==> src/rtl/san_cnt_sched.sv <==
// Job scheduler for the san_cnt counter: queues (load, tag) jobs, programs the
// counter, waits for its IRQ edge or a timeout, clears it and reports completion.
module san_cnt_sched #(
  parameter int DEPTH   = 4,
  parameter int TIMEOUT = 1000
) (
  input  logic                     S_AXI_ACLK,
  input  logic                     S_AXI_ARESET,
  input  logic                     req_valid,
  output logic                     req_ready,
  input  logic [31:0]              req_data,
  input  logic [1:0]               req_id,
  input  logic                     abort,
  output logic                     slv_reg_wren,
  output logic [2:0]               axi_awaddr,
  output logic [31:0]              S_AXI_WDATA,
  input  logic                     EXT_IRQ,
  output logic                     done_valid,
  output logic [1:0]               done_id,
  output logic                     done_timeout,
  output logic                     done_abort,
  output logic                     busy,
  output logic [$clog2(DEPTH):0]   q_level
);

  localparam int AW = $clog2(DEPTH);
  localparam int CW = AW + 1;
  localparam int TW = $clog2(TIMEOUT + 1);
  localparam logic [CW-1:0] FULL_LVL = CW'(DEPTH);
  localparam logic [TW-1:0] TMO_LAST = TW'(TIMEOUT - 1);

  typedef enum logic [2:0] {
    S_IDLE,
    S_LOAD,
    S_WAIT,
    S_CLEAR,
    S_REPORT
  } state_t;

  state_t          state, state_nx;
  logic [33:0]     mem [DEPTH];
  logic [AW-1:0]   wr_ptr, rd_ptr;
  logic [33:0]     head;
  logic            rdy_en, push, pop, full;
  logic            irq_q, irq_edge, tmo_hit;
  logic [TW-1:0]   timer;
  logic [1:0]      id_q;
  logic            to_q, ab_q, set_to, set_ab;

  assign full      = (q_level == FULL_LVL);
  assign req_ready = rdy_en & ~full & ~abort;
  assign push      = req_valid & req_ready;
  assign head      = mem[rd_ptr];
  assign irq_edge  = EXT_IRQ & ~irq_q;
  assign tmo_hit   = (timer == TMO_LAST);

  assign slv_reg_wren = (state == S_LOAD) || (state == S_CLEAR);
  assign done_valid   = (state == S_REPORT);
  assign busy         = (state != S_IDLE);
  assign done_id      = id_q;
  assign done_timeout = to_q;
  assign done_abort   = ab_q;

  always_comb begin
    state_nx = state;
    pop      = 1'b0;
    set_to   = 1'b0;
    set_ab   = 1'b0;
    case (state)
      S_IDLE: begin
        // an abort in IDLE only flushes; it must not launch the head job
        if ((q_level != '0) && !abort) begin
          state_nx = S_LOAD;
          pop      = 1'b1;
        end
      end
      S_LOAD: begin
        state_nx = abort ? S_CLEAR : S_WAIT;
        set_ab   = abort;
      end
      S_WAIT: begin
        if (abort) begin
          state_nx = S_CLEAR;
          set_ab   = 1'b1;
        end else if (irq_edge) begin
          state_nx = S_CLEAR;
        end else if (tmo_hit) begin
          state_nx = S_CLEAR;
          set_to   = 1'b1;
        end
      end
      S_CLEAR:  state_nx = S_REPORT;
      S_REPORT: state_nx = S_IDLE;
      default:  state_nx = S_IDLE;
    endcase
  end

  always_ff @(posedge S_AXI_ACLK) begin
    if (push) mem[wr_ptr] <= {req_id, req_data};
  end

  always_ff @(posedge S_AXI_ACLK or posedge S_AXI_ARESET) begin
    if (S_AXI_ARESET) begin
      state       <= S_IDLE;
      rdy_en      <= 1'b0;
      wr_ptr      <= '0;
      rd_ptr      <= '0;
      q_level     <= '0;
      irq_q       <= 1'b0;
      timer       <= '0;
      id_q        <= '0;
      to_q        <= 1'b0;
      ab_q        <= 1'b0;
      axi_awaddr  <= '0;
      S_AXI_WDATA <= '0;
    end else begin
      state  <= state_nx;
      rdy_en <= 1'b1;
      irq_q  <= EXT_IRQ;

      if (abort) begin
        wr_ptr  <= '0;
        rd_ptr  <= '0;
        q_level <= '0;
      end else begin
        if (push) wr_ptr <= wr_ptr + 1'b1;
        if (pop)  rd_ptr <= rd_ptr + 1'b1;
        q_level <= q_level + CW'(push) - CW'(pop);
      end

      if (state == S_LOAD)      timer <= '0;
      else if (state == S_WAIT) timer <= timer + 1'b1;

      if (pop) begin
        id_q <= head[33:32];
        to_q <= 1'b0;
        ab_q <= 1'b0;
      end
      if (set_to) to_q <= 1'b1;
      if (set_ab) ab_q <= 1'b1;

      // address/data are registered against the next state so they hold between writes
      if (state_nx == S_LOAD) begin
        axi_awaddr  <= 3'd0;
        S_AXI_WDATA <= head[31:0];
      end else if (state_nx == S_CLEAR) begin
        axi_awaddr  <= 3'd4;
        S_AXI_WDATA <= '0;
      end
    end
  end

endmodule

==> config.mk <==
export PLATFORM = sky130hd
export DESIGN_NAME = san_cnt_sched
export DESIGN_NICKNAME = d
export VERILOG_FILES = /design/src/rtl/san_cnt_sched.sv
export SDC_FILE = /design/constraint.sdc
export NUM_CORES = 1
export LEC_CHECK = 0
export CORE_ASPECT_RATIO = 1.75
export CORE_MARGIN = 2
export CORE_UTILIZATION = 60
export DETAILED_ROUTE_END_ITERATION = 8
export PLACE_DENSITY = 0.84
export SLEW_MARGIN = 20
export SYNTH_ARGS = -nofsm -noshare
export SYNTH_HDL_FRONTEND = slang
export SYNTH_SLANG_ARGS = --single-unit
==> constraint.sdc <==
create_clock -name S_AXI_ACLK -period 6.66 [get_ports S_AXI_ACLK]
set_input_delay 0.999 -clock S_AXI_ACLK [delete_from_list [all_inputs] [get_ports S_AXI_ACLK]]
set_output_delay 0.999 -clock S_AXI_ACLK [all_outputs]
set_load 0.05 [all_outputs]
==> flow_metrics.env, run 1 <==
export IMPL_outcome="finished clean"
export IMPL_grt_pass1_wl_um=22400
export IMPL_drive_above_1_share_pct=16.0
export IMPL_ctsHtreeMaxLevel=4
export IMPL_die_w_um=88.5
export IMPL_synthArstFlopShare_pct=30.3
export IMPL_diodes=0
export IMPL_hp_class="reg -> reg"
export IMPL_clkSinkCount=195
export IMPL_wirelength_um=14400
export IMPL_synth_top_area_cell="edfxtp_1"
export IMPL_grt_overflow=0
export IMPL_ys_top_cells_by_area="edfxtp_1 (55%), dfrtp_1 (20%), mux4_2 (10%), o2bb2ai_1 (3.7%), inv_1 (2.1%)"
export IMPL_die_y_um=152
export IMPL_powerDensity_nw_per_um2=426
export IMPL_synth_common_cells="edfxtp_1 (136), dfrtp_1 (59), inv_1 (41), mux4_2 (34), o2bb2ai_1 (32)"
export IMPL_ys_ff_latch=195
export IMPL_clock_root_buffer="clkbuf_16"
export IMPL_numCtsBuffers=17
export IMPL_worstSetupEndpointType="output pin"
export IMPL_synthMostInstantiatedCell="edfxtp_1"
export IMPL_holdBufCountCts=0
export IMPL_rrSetupSlack_ns=4.09
export IMPL_postPlaceCellArea_um2=8470
export IMPL_slew_viol_final=0
export IMPL_gp_congestion=0.772
export IMPL_irDropWorstVdd_mv=0.240
export IMPL_rows=54
export IMPL_cp_cell_sequence="clkdlybuf4s50_1 -> inv_1 -> o311a_1 -> clkdlybuf4s50_1"
export IMPL_avgSynthCellArea_um2=18.1
export IMPL_routed_via_density=5.77
export IMPL_synth_ff_type="edfxtp_1"
export IMPL_via_count=3931
export IMPL_ioPinCount=85
export IMPL_die_area_um2=13400
export IMPL_syn2layout_area_growth_pct=20.5
export IMPL_hpwlAfterDp_um=8410
export IMPL_drt_iter0_markers=247
export IMPL_yosys_warnings=0
export IMPL_routedWlPerCell_um=21.1
export IMPL_leakagePower_nw=3.16
export IMPL_io_buffers=82
export IMPL_worst_slew_pin_slew_ns=1.02
export IMPL_whs_ns=0.502
export IMPL_first_global_vias=4217
export IMPL_cts_clk_slew_worst_paths_ns=0.07
export IMPL_worstSetupPathType="in -> out"
export IMPL_hold_viol_final=0
export IMPL_syn_inst=413
export IMPL_final_area_um2=9030
export IMPL_start_kind="primary input"
export IMPL_synth_top_cell_area_share_pct=54.5
export IMPL_finClkSkew_ns=0.00775
export IMPL_core_area_um2=12300
export IMPL_cts_resized=0
export IMPL_cts_setup_buffers=0
export IMPL_setup_viol=0
export IMPL_fill_cells=770
export IMPL_worstPathMaxFanout=10
export IMPL_grt_total_usage_pct=23.0
export IMPL_clk_latency_ns=0.43
export IMPL_firstDrtPassIters=5
export IMPL_grt_max_degree=60
export IMPL_drv_cap=0
export IMPL_synth_edf_count=136
export IMPL_cp_required_ns=5.66
export IMPL_crit_slowest_cell="clkdlybuf4s50_1"
export IMPL_cp_common_cell="clkdlybuf4s50_1"
export IMPL_fmax_mhz=249
export IMPL_rsz0062_at_grt="no"
export IMPL_drtAntennaViolNets=0
export IMPL_cts_tree="built"
export IMPL_cpPeakStageDelay_ns=0.84
export IMPL_seq_area_frac_synth_pct=74.2
export IMPL_route_detailed_drc=0
export IMPL_clk_path_buf_depth=2
export IMPL_arrival_ns=3.01
export IMPL_antenna_found_initial=0
export IMPL_slew_headroom_pct=32.0
export IMPL_nets=547
export IMPL_finalCritPeriodShare_pct=60.2
export IMPL_initial_core_util_pct=60.9
export IMPL_syn_area_um2=7490
export IMPL_period_minus_slack_ns=4.01
export IMPL_ys_types=43
export IMPL_fin_tns_setup_ns=0
power by group:
part | total [mW] | internal (mW) | switching, mW
combinational | 1.30 | 0.473 | 0.829
clock | 0.962 | 0.496 | 0.466
sequential | 1.58 | 1.46 | 0.120
total | 3.84 | 2.43 | 1.42
final timing paths:
check,start,end,depth (start not counted)
max,abort,req_ready,4
min,done_timeout,done_timeout,2
max reg2reg,q_level[1],q_level[2],10
min reg2reg,done_timeout,done_timeout,2
max in group asynchronous,S_AXI_ARESET,rd_ptr[0],3
min in group asynchronous,S_AXI_ARESET,timer[5],3
state kept, by name, summed over array words and instances (netlist names):
name / flops
rdy_en: 1
axi_awaddr: 1
S_AXI_WDATA: 32
wr_ptr: 2
rd_ptr: 2
done_timeout: 1
irq_q: 1
state: 3
done_abort: 1
timer: 10
mem: 136
done_id: 2
q_level: 3
stage by stage:
step | cells | power, mW | utilization, % | setup WS (ns)
6_report | 681 | 3.84 | 73.4 | 2.65
5_1_grt | 681 | 4.00 | 73.4 | 2.54
4_1_cts | 681 | 3.88 | 73.4 | 2.65
3_5_place_dp | 649 | 2.91 | 68.9 | 2.67
3_3_place_gp | 649 | 2.87 | 68.9 | 2.75
2_1_floorplan | 414 | 2.49 | - | 3.41
critical path: cells and delay by family:
family                 cells  cell delay [ns]
buffers and inverters      3             1.69
AOI/OAI and AO/OA          1             0.32
kinds of logic (layout without fill, tap and decap cells):
family          after synthesis  after routing  share of synthesized area (%)
mux                          38             38                           10.8
buf+inv                      60            159                           3.46
xor+xnor                      6              6                          0.701
flops                       195            195                           74.2
simple gates                 50             50                           3.57
compound gates               54             54                           5.71
fa+ha+maj                     8              8                           1.44
other cells                   2              3                          0.100
cell usage in the layout, fill, tap and decap left out, types with 2 or more instances in the layout:
cell type / count
conb_1: 3
dfrtp_1: 57
mux4_2: 34
edfxtp_1: 136
nand2_1: 11
xor2_1: 5
clkdlybuf4s50_1: 82
or3_1: 2
inv_8: 2
and3_2: 4
inv_1: 40
o2bb2ai_1: 32
o21ai_0: 8
a31oi_1: 2
nor3b_1: 2
inv_6: 8
clkbuf_16: 17
o31ai_1: 4
mux2_2: 3
nand2b_1: 2
dfrtp_2: 2
ha_1: 7
nand4_1: 2
buf_4: 3
nor2_1: 9
and2_1: 4
nand3_1: 5
a21oi_1: 3
nor2b_1: 3
clkinvlp_4: 2
layer usage:
metal  vias to the layer above  track usage, %  routed length, um
met5                         -               0                  0
met4                         0            9.31                408
met3                        23            5.43                623
met2                       130            38.7               8360
met1                      2032            28.3               5000
li1                       1746               -                  -
area by class of cell:
type | instances | area [um2] | area share (%)
clock buffers | 17 | 425 | 4.71
clock inverters | 15 | 138 | 1.52
inverters | 42 | 158 | 1.75
multi-input cells | 159 | 1690 | 18.7
flip-flops and latches | 195 | 5560 | 61.6
well taps | 168 | 210 | 2.33
repair buffers | 85 | 843 | 9.34
No activity file was read; power rests on OpenSTA's default activity.
==> inputs of run 2 (changes only) <==
--- a/config.mk
+++ b/config.mk
@@ -7,9 +7,9 @@
 export LEC_CHECK = 0
 export CORE_ASPECT_RATIO = 1.75
 export CORE_MARGIN = 2
-export CORE_UTILIZATION = 60
+export CORE_UTILIZATION = 56
 export DETAILED_ROUTE_END_ITERATION = 8
-export PLACE_DENSITY = 0.84
+export PLACE_DENSITY = 0.8
 export SLEW_MARGIN = 20
 export SYNTH_ARGS = -nofsm -noshare
 export SYNTH_HDL_FRONTEND = slang
==> constraint.sdc (replaced) <==
create_clock -name S_AXI_ACLK -period 4.1 [get_ports S_AXI_ACLK]
set_input_delay 0.615 -clock S_AXI_ACLK [delete_from_list [all_inputs] [get_ports S_AXI_ACLK]]
set_output_delay 0.615 -clock S_AXI_ACLK [all_outputs]
set_load 0.05 [all_outputs]
==> run 2 against run 1 <==
  * Sequential power increased by 64%
  * Routed wire length shrank 0.28%
  * Clock power is 69% higher
  * Worst setup slack got worse by 1.8 ns
  * Global-route usage down 1.6 points
  * Core utilization down 3.8 points
  * Sequential share of layout area shrank 0.22 points
  * Register-to-register slack lost 2.7 ns
  * Non-clock buffer count is the same
  * Count of clock-buffer cells in the layout stayed put
  * Final area grew 0.36%
  * Die area grew 6.9%
  * Largest cell class unchanged
==> flow_metrics.env, run 2 (same netlist as run 1, synthesis figures left out) <==
export IMPL_outcome="finished clean"
export IMPL_cp_top_family="buffers and inverters"
export IMPL_drt_iter0_markers=277
export IMPL_core_area_um2=13000
export IMPL_largestRegisters="mem: 136 flops, S_AXI_WDATA: 32 flops, timer: 10 flops"
export IMPL_syn2layout_area_growth_pct=21.0
export IMPL_cts_resized=0
export IMPL_power_mw=6.29
export IMPL_firstDrtPassIters=4
export IMPL_first_global_vias=4239
export IMPL_finalCritPeriodShare_pct=78.6
export IMPL_cts_setup_buffers=0
export IMPL_cpPeakStageDelay_ns=0.84
export IMPL_rsz0062_at_grt="no"
export IMPL_period_minus_slack_ns=3.22
export IMPL_worst_slew_pin_slew_ns=1.01
export IMPL_diodes=0
export IMPL_ctsHtreeMaxLevel=4
export IMPL_drive_above_1_share_pct=16.0
export IMPL_hold_viol_final=0
export IMPL_fin_tns_setup_ns=0
export IMPL_clk_latency_ns=0.42
export IMPL_drv_cap=0
export IMPL_final_setup_worst_slack_ns=0.877
export IMPL_cp_required_ns=3.48
export IMPL_io_buffers=82
export IMPL_clkSinkCount=195
export IMPL_fin_util_pct=69.7
export IMPL_gp_congestion=0.842
export IMPL_slew_headroom_pct=32.5
export IMPL_grt_pass1_wl_um=22900
export IMPL_place_inst=652
export IMPL_nets=547
export IMPL_finClkSkew_ns=0.0125
export IMPL_postPlaceCellArea_um2=8470
export IMPL_largest_register="mem"
export IMPL_die_area_um2=14400
export IMPL_largest_register_ffs=136
export IMPL_fmax_mhz=310
export IMPL_wirelength_um=14300
export IMPL_die_w_um=91.4
export IMPL_routedWlPerCell_um=21.0
export IMPL_whs_ns=0.501
export IMPL_rows=55
export IMPL_grt_overflow=0
export IMPL_cp_cell_sequence="clkdlybuf4s50_1 -> inv_1 -> o311a_1 -> clkdlybuf4s50_1"
export IMPL_mostFrequentLayoutCell="edfxtp_1"
export IMPL_routed_via_density=5.73
export IMPL_grt_total_usage_pct=21.4
export IMPL_hp_class="reg -> reg"
export IMPL_holdBufCountCts=0
export IMPL_via_count=3919
export IMPL_crit_buf_inv=3
export IMPL_clk_path_buf_depth=2
export IMPL_irDropWorstVdd_mv=0.355
export IMPL_powerDensity_nw_per_um2=695
export IMPL_grt_max_degree=41
export IMPL_cts_clk_slew_worst_paths_ns=0.07
export IMPL_route_detailed_drc=0
export IMPL_initial_core_util_pct=57.6
export IMPL_final_area_um2=9060
export IMPL_worstPathMaxFanout=10
export IMPL_final_cells=684
export IMPL_numCtsBuffers=17
export IMPL_leakagePower_nw=3.17
export IMPL_dp_slack_ns=0.903
export IMPL_cp_common_cell="clkdlybuf4s50_1"
export IMPL_layout_common_cells="edfxtp_1 (136), clkdlybuf4s50_1 (82), dfrtp_1 (57)"
export IMPL_start_kind="primary input"
export IMPL_hpwlAfterDp_um=8830
export IMPL_clock_root_buffer="clkbuf_16"
export IMPL_setup_viol=0
export IMPL_slew_viol_final=0
export IMPL_crit_slowest_cell="clkdlybuf4s50_1"
export IMPL_arrival_ns=2.61
export IMPL_antenna_found_initial=0
export IMPL_worstSetupPathType="in -> out"
export IMPL_fill_cells=816
export IMPL_die_y_um=157
export IMPL_drtAntennaViolNets=0
export IMPL_ioPinCount=85
export IMPL_worstSetupEndpointType="output pin"
export IMPL_cts_tree="built"
## run 2: layout make-up
class                           instances  area (um2)  area share [%]
Clock buffer                           17         425            4.69
Clock inverter                         15         166            1.84
Inverter                               42         158            1.74
Multi-Input combinational cell        159        1690            18.7
Sequential cell                       195        5560            61.4
Tap cell                              171         214            2.36
Timing Repair Buffer                   85         843            9.31
## run 2: per-layer routing
| layer | wire, um | global-route usage (%) |
|---|---|---|
| met1 | 5720 | 26.6 |
| met2 | 7940 | 37.4 |
| met3 | 512 | 4.50 |
| met4 | 166 | 7.14 |
| met5 | 0 | 0 |
## run 2: path summary, 6_finish.rpt
check | start | to | slack [ns] | cells past startpoint
worst max register to register | state[1] | q_level[2] | 1.36 | 10
min in group asynchronous | S_AXI_ARESET | S_AXI_WDATA[6] | 0.68 | 2
worst min register to register | done_timeout | done_timeout | 0.50 | 2
worst min-delay path | done_timeout | done_timeout | 0.50 | 2
worst max-delay path | abort | req_ready | 0.88 | 4
max in group asynchronous | S_AXI_ARESET | S_AXI_WDATA[21] | 2.59 | 3
## run 2: worst register-to-register path: stages (launching register included)
cell      delay [ns]
dfrtp_1         0.45
nor3_1          0.56
nand3_1         0.37
clkinv_1        0.14
ha_1            0.24
inv_1           0.07
ha_1            0.15
inv_1           0.05
fa_1            0.38
xnor2_1         0.16
nor2_1          0.06
## run 2: power by group
group	switching [mW]	internal, mW	leakage [nW]	total [mW]
Sequential	0.224	2.37	2.01	2.59
Clock	0.766	0.868	0.281	1.63
Combinational	1.30	0.768	0.873	2.07
Total	2.29	4.01	3.17	6.29
